[src/rtl/seq_det_pkg.sv]
// Shared types and helpers for the serial pattern detector.
// The mode encoding matches the mealy_in control bit.
package seq_det_pkg;

  typedef enum logic {
    MODE_MOORE = 1'b0,
    MODE_MEALY = 1'b1
  } mode_e;

  localparam int unsigned PAT_W_MAX = 32;

  // Width needed to hold a fill count of 0..pat_w.
  function automatic int unsigned fill_width(input int unsigned pat_w);
    return $clog2(pat_w + 1);
  endfunction

endpackage

[src/rtl/seq_pattern_detector_if.sv]
// Control/status bundle for seq_pattern_detector.
// The master side drives the serial stream and config; the slave side is the detector.
interface seq_pattern_detector_if
  import seq_det_pkg::*;
#(
  parameter int unsigned PAT_W = 4,
  parameter int unsigned CNT_W = 8
) ();

  localparam int unsigned FILL_W = fill_width(PAT_W);

  logic              en;
  logic              x;
  logic              load;
  logic [PAT_W-1:0]  pattern_in;
  logic              overlap_in;
  logic              mealy_in;
  logic              cnt_clr;
  logic              Y;
  logic [CNT_W-1:0]  match_cnt;
  logic [FILL_W-1:0] fill;

  modport master (
    output en, x, load, pattern_in, overlap_in, mealy_in, cnt_clr,
    input  Y, match_cnt, fill
  );

  modport slave (
    input  en, x, load, pattern_in, overlap_in, mealy_in, cnt_clr,
    output Y, match_cnt, fill
  );

endinterface

[src/rtl/seq_pattern_detector_sat_counter.sv]
// Saturating up-counter with synchronous clear; clear wins over increment.
module sat_counter #(
  parameter int unsigned W = 8
) (
  input  logic         clk,
  input  logic         reset,
  input  logic         clr,
  input  logic         inc,
  output logic [W-1:0] q
);

  logic [W-1:0] r_q;

  always_ff @(posedge clk or negedge reset) begin
    if (!reset) begin
      r_q <= '0;
    end else if (clr) begin
      r_q <= '0;
    end else if (inc && (r_q != {W{1'b1}})) begin
      r_q <= r_q + W'(1);
    end
  end

  assign q = r_q;

endmodule

[src/rtl/seq_pattern_detector.sv]
// Serial detector for a runtime-loaded PAT_W-bit pattern with Mealy/Moore output,
// optional overlapping matches and a saturating match counter.
module seq_pattern_detector
  import seq_det_pkg::*;
#(
  parameter int unsigned PAT_W = 4,
  parameter int unsigned CNT_W = 8
) (
  input logic                 clk,
  input logic                 reset,
  seq_pattern_detector_if.slave bus
);

  localparam int unsigned FILL_W = fill_width(PAT_W);

  logic [PAT_W-1:0]  r_pat;
  logic              r_ovl;
  mode_e             r_mode;
  // Only PAT_W-1 history bits are stored; the newest bit comes straight from x.
  logic [PAT_W-2:0]  r_hist;
  logic [FILL_W-1:0] r_fill;
  logic              r_y;

  logic [PAT_W-1:0]  w_cand;
  logic              w_step;
  logic              w_full;
  logic              w_hit;

  assign w_cand = {r_hist, bus.x};
  assign w_step = bus.en & ~bus.load;
  // Blocks false matches against zero history after reset or load.
  assign w_full = (r_fill >= FILL_W'(PAT_W - 1));
  assign w_hit  = w_step & w_full & (w_cand == r_pat);

  always_ff @(posedge clk or negedge reset) begin
    if (!reset) begin
      r_pat  <= '0;
      r_ovl  <= 1'b0;
      r_mode <= MODE_MEALY;
      r_hist <= '0;
      r_fill <= '0;
      r_y    <= 1'b0;
    end else if (bus.load) begin
      r_pat  <= bus.pattern_in;
      r_ovl  <= bus.overlap_in;
      r_mode <= mode_e'(bus.mealy_in);
      r_hist <= '0;
      r_fill <= '0;
      r_y    <= 1'b0;
    end else begin
      r_y <= w_hit;
      if (bus.en) begin
        r_hist <= w_cand[PAT_W-2:0];
        if (w_hit && !r_ovl) begin
          r_fill <= '0;
        end else if (r_fill != FILL_W'(PAT_W)) begin
          r_fill <= r_fill + FILL_W'(1);
        end
      end
    end
  end

  sat_counter #(
    .W (CNT_W)
  ) u_cnt (
    .clk   (clk),
    .reset (reset),
    .clr   (bus.cnt_clr),
    .inc   (w_hit),
    .q     (bus.match_cnt)
  );

  assign bus.Y    = (r_mode == MODE_MEALY) ? w_hit : r_y;
  assign bus.fill = r_fill;

endmodule
[src/flat_wrapper.sv]
// flat-port wrapper written by rule: the top's interface ports become plain ports
module seq_pattern_detector_flat import seq_det_pkg::*;
#(
  parameter int unsigned PAT_W = 4,
  parameter int unsigned CNT_W = 8
)
  (clk, reset, bus_en, bus_x, bus_load, bus_pattern_in, bus_overlap_in, bus_mealy_in, bus_cnt_clr, bus_Y, bus_match_cnt, bus_fill);
  seq_pattern_detector_if #(.PAT_W(PAT_W), .CNT_W(CNT_W)) bus_i ();
  input logic clk;
  input logic reset;
  input wire logic [$bits(bus_i.en)-1:0] bus_en;
  input wire logic [$bits(bus_i.x)-1:0] bus_x;
  input wire logic [$bits(bus_i.load)-1:0] bus_load;
  input wire logic [$bits(bus_i.pattern_in)-1:0] bus_pattern_in;
  input wire logic [$bits(bus_i.overlap_in)-1:0] bus_overlap_in;
  input wire logic [$bits(bus_i.mealy_in)-1:0] bus_mealy_in;
  input wire logic [$bits(bus_i.cnt_clr)-1:0] bus_cnt_clr;
  output wire logic [$bits(bus_i.Y)-1:0] bus_Y;
  output wire logic [$bits(bus_i.match_cnt)-1:0] bus_match_cnt;
  output wire logic [$bits(bus_i.fill)-1:0] bus_fill;
  assign bus_i.en = bus_en;
  assign bus_i.x = bus_x;
  assign bus_i.load = bus_load;
  assign bus_i.pattern_in = bus_pattern_in;
  assign bus_i.overlap_in = bus_overlap_in;
  assign bus_i.mealy_in = bus_mealy_in;
  assign bus_i.cnt_clr = bus_cnt_clr;
  assign bus_Y = bus_i.Y;
  assign bus_match_cnt = bus_i.match_cnt;
  assign bus_fill = bus_i.fill;
  seq_pattern_detector #(.PAT_W(PAT_W), .CNT_W(CNT_W)) u_core (.clk(clk), .reset(reset), .bus(bus_i));
endmodule
[config.mk]
export PLATFORM = sky130hd
export DESIGN_NAME = seq_pattern_detector_flat
export DESIGN_NICKNAME = d
export VERILOG_FILES = /design/src/rtl/seq_det_pkg.sv /design/src/rtl/seq_pattern_detector_if.sv /design/src/rtl/seq_pattern_detector_sat_counter.sv /design/src/rtl/seq_pattern_detector.sv /design/src/flat_wrapper.sv
export SDC_FILE = /design/constraint.sdc
export NUM_CORES = 1
export LEC_CHECK = 0
export ABC_AREA = 1
export BUFFER_PORTS_ARGS = -buffer_cell sky130_fd_sc_hd__buf_2
export CELL_PAD_IN_SITES_DETAIL_PLACEMENT = 1
export CELL_PAD_IN_SITES_GLOBAL_PLACEMENT = 2
export CORE_MARGIN = 3
export CORE_UTILIZATION = 31
export DETAILED_ROUTE_END_ITERATION = 7
export PLACE_DENSITY_LB_ADDON = 0.25
export SLEW_MARGIN = 20
export SYNTH_ARGS = -nofsm -noshare
export SYNTH_HDL_FRONTEND = slang
export SYNTH_SLANG_ARGS = --single-unit
[constraint.sdc]
create_clock -name clk -period 2.1 [get_ports clk]
set_input_delay 0.42 -clock clk [delete_from_list [all_inputs] [get_ports clk]]
set_output_delay 0.42 -clock clk [all_outputs]
set_load 0.02 [all_outputs]
==> impl_results.md <==
* Sw power at 221 uW
* CTS tree: yes
* Drt drc at 0
* CP max FO at 3
* Combinational power share at 13.1%
* Final hold violation count at 0
* Initial antenna violation count at 0
* Layout cell share with drive strength beyond 1 at 27.0%
* Maximum VDD drop at 218 uV
* Slew Limit Fails at 0
* Core area at 3490 um^2
* Routability congestion estimate at 0.761
* Routed WL at 2840 um
* Cell variety after synth at 22
* Min-Delay Path Class: primary input to asynchronous set/reset pin
* Reg-to-reg critical path endpoint: u_core.bus.fill[1]
* Initial Util at 33.7%
* H-tree levels at 1
* Die area at 4580 um^2
* CP Launch Type: register
* 1st-pass router iterations at 4
* Nets at 191
* CTS Hold Bufs at 0
* Max frequency at 0.501 GHz
* 1st-iter DRT viols at 22
* Vias per cell at 4.73
* Seq/Total Area, Yosys at 44.7%
* Synthesis-stage register bit count at 21
* Tmin final at 1990 ps
* WS Path Type: register to primary output
* Final non-filler cell total at 220
* Slew HR at 66.6%
* Max-cap viol count at 0
* Clock power share at 33.7%
* Syn_nets at 159
* Period utilization at 95.0%
* Clk sinks at 21
* Internal at 592 uW
* GR Overflow Total at 0
* Buffers on Ports at 23
* Hold WS at 111 ps
* R2R Setup Slk at 470 ps
* RSZ-0062 raised after global routing: true
* Clock root cell: clkbuf_8
* Crit path DAT at 1570 ps
* Post-Syn Area per Cell at 8.24 um^2
* Synth Warn # at 0
* Cells after Synth at 143
* WL/cell at 12.9 um
* Crit. End Element: primary output
* Switching part of the total at 27.2%
* Placed cells at 211
* Ant diodes at 0
* Die width at 67.7 um
* Row cnt at 21
* Mapped Area at 1180 um^2
* RR Startpoint: u_core.bus.fill[1]
* Global-route wire length before repair at 4960 um
* Skew-Pair Late Insertion Delay at 260 ps
* Die Ht at 67.7 um
* Worst reg2reg path depth at 12
* Pwr/cell area at 562 nW/um^2
* Number of global-route vias before repair at 1096
* Largest net degree at the start of global routing at 22
* Final setup vio count at 0
* Detailed-placement wirelength estimate at 2140 um
* Max clock buf depth at 2
* Skew final at 1.88 ps
* Reg clk slew, reported paths at 80 ps
* Area added between synthesis and finish at 22.7%
* Top-Level Pins at 24
* CTS buffer count at 3
* Vias at 1041
* Sequential share of power at 53.2%
* Overall Global Routing Usage at 14.6%
* ANT nets after route at 0
* Tightest Pin Transition at 501 ps
* Status: completed
* Leak at 0.000788 uW
* Req. time, crit path at 1680 ps
## registers in the layout, summed over array words and instances, names as in the netlist
name and count:
u_core.u_cnt.q 8, u_core.r_pat 4, u_core.bus.fill 3, u_core.r_hist 3, u_core.r_mode 1, u_core.r_ovl 1
u_core.r_y 1
## placed cells by master (no fill, tap or decap), drive strengths merged, types with 4 or more instances in the layout
master,instances
nor2,9
nand3,18
ha,4
buf,29
o21ai,8
dfrtp,20
xor2,5
nand4,4
inv,20
nand2,43
nand3b,4
## how the worst max path moves through the flow
stage                     cells after the start  slack, ps          startpoint  endpoint
final                                         9        110  u_core.bus.fill[1]     bus_Y
after global routing                          9        -10  u_core.bus.fill[0]     bus_Y
after CTS                                     9          5  u_core.bus.fill[0]     bus_Y
after detailed placement                      9        200  u_core.bus.fill[1]     bus_Y
after global placement                        9        280  u_core.bus.fill[0]     bus_Y
after floorplan                               8          2  u_core.bus.fill[1]     bus_Y
## layer usage
layer,global-route usage (%),share of wire (%)
met1,19.3,48
met2,23.3,46
met3,2.66,4.2
met4,6.08,1.6
met5,0,0
## cells in the mapped netlist (all sizes together)
cell type / n / area, um^2
nand2: 43 / 176
dfrtp: 20 / 500
inv: 20 / 75.1
nand3: 18 / 100
nor2: 9 / 67.6
o21ai: 8 / 40.0
xor2: 5 / 43.8
ha: 4 / 50.1
nand3b: 4 / 30.0
nand4: 4 / 25.0
o22ai: 2 / 12.5
xnor2: 2 / 17.5
buf: 1 / 5.00
clkbuf: 1 / 3.75
clkinv: 1 / 5.00
dfstp: 1 / 26.3
## final cells by class
type	instances	area, um^2
fill	442	2050
multi-input combinational	99	569
sequential	21	527
timing repair buffer	29	166
inverter	21	80.1
tap	46	57.6
clock buffer	3	41.3
clock inverter	1	5.00
## what timing repair did
action | CTS | global route
endpoints found under the setup margin | 1 | 1
resized for setup | 2 | 3
buffers inserted | 3 | 2
pin swaps | 1 | 2
## worst max-delay path, cell delays in order, from the launching register on
cell and delay, ps:
dfrtp_1 370, ha_2 180, ha_1 130, nor2_1 40
nand2_1 70, nand3_2 80, nor2_4 120, nand2_4 60
o21ai_2 120, buf_6 130
## power groups by stage
| stage | Sequential [uW] | Clock, uW | Combinational [uW] |
|---|---|---|---|
| floorplan | 445 | 0 | 53.5 |
| detailed placement | 443 | 0 | 98.4 |
| global route | 434 | 301 | 124 |
| finish | 432 | 274 | 106 |
| CTS | 432 | 281 | 108 |
| global placement | 441 | 0 | 95.3 |
## cells by family after synthesis
family,synth area share (%)
simple gates,33.9
buf+inv,7.54
fa+ha+maj,4.25
flops,44.7
xor+xnor,5.20
compound gates,4.46
## through the flow
step	TNS [ps]	utilization (%)	power [uW]	cell area (um^2)	setup slack (ps)
finish	0	41.4	812	1450	105
global placement	0	38.6	536	1350	282
detailed placement	0	38.6	541	1350	200
global route	-12.5	41.4	860	1450	-12.5
CTS	0	40.7	821	1420	5.37
floorplan	0	-	499	1180	1.92
Power figures use the tool's default switching activity.
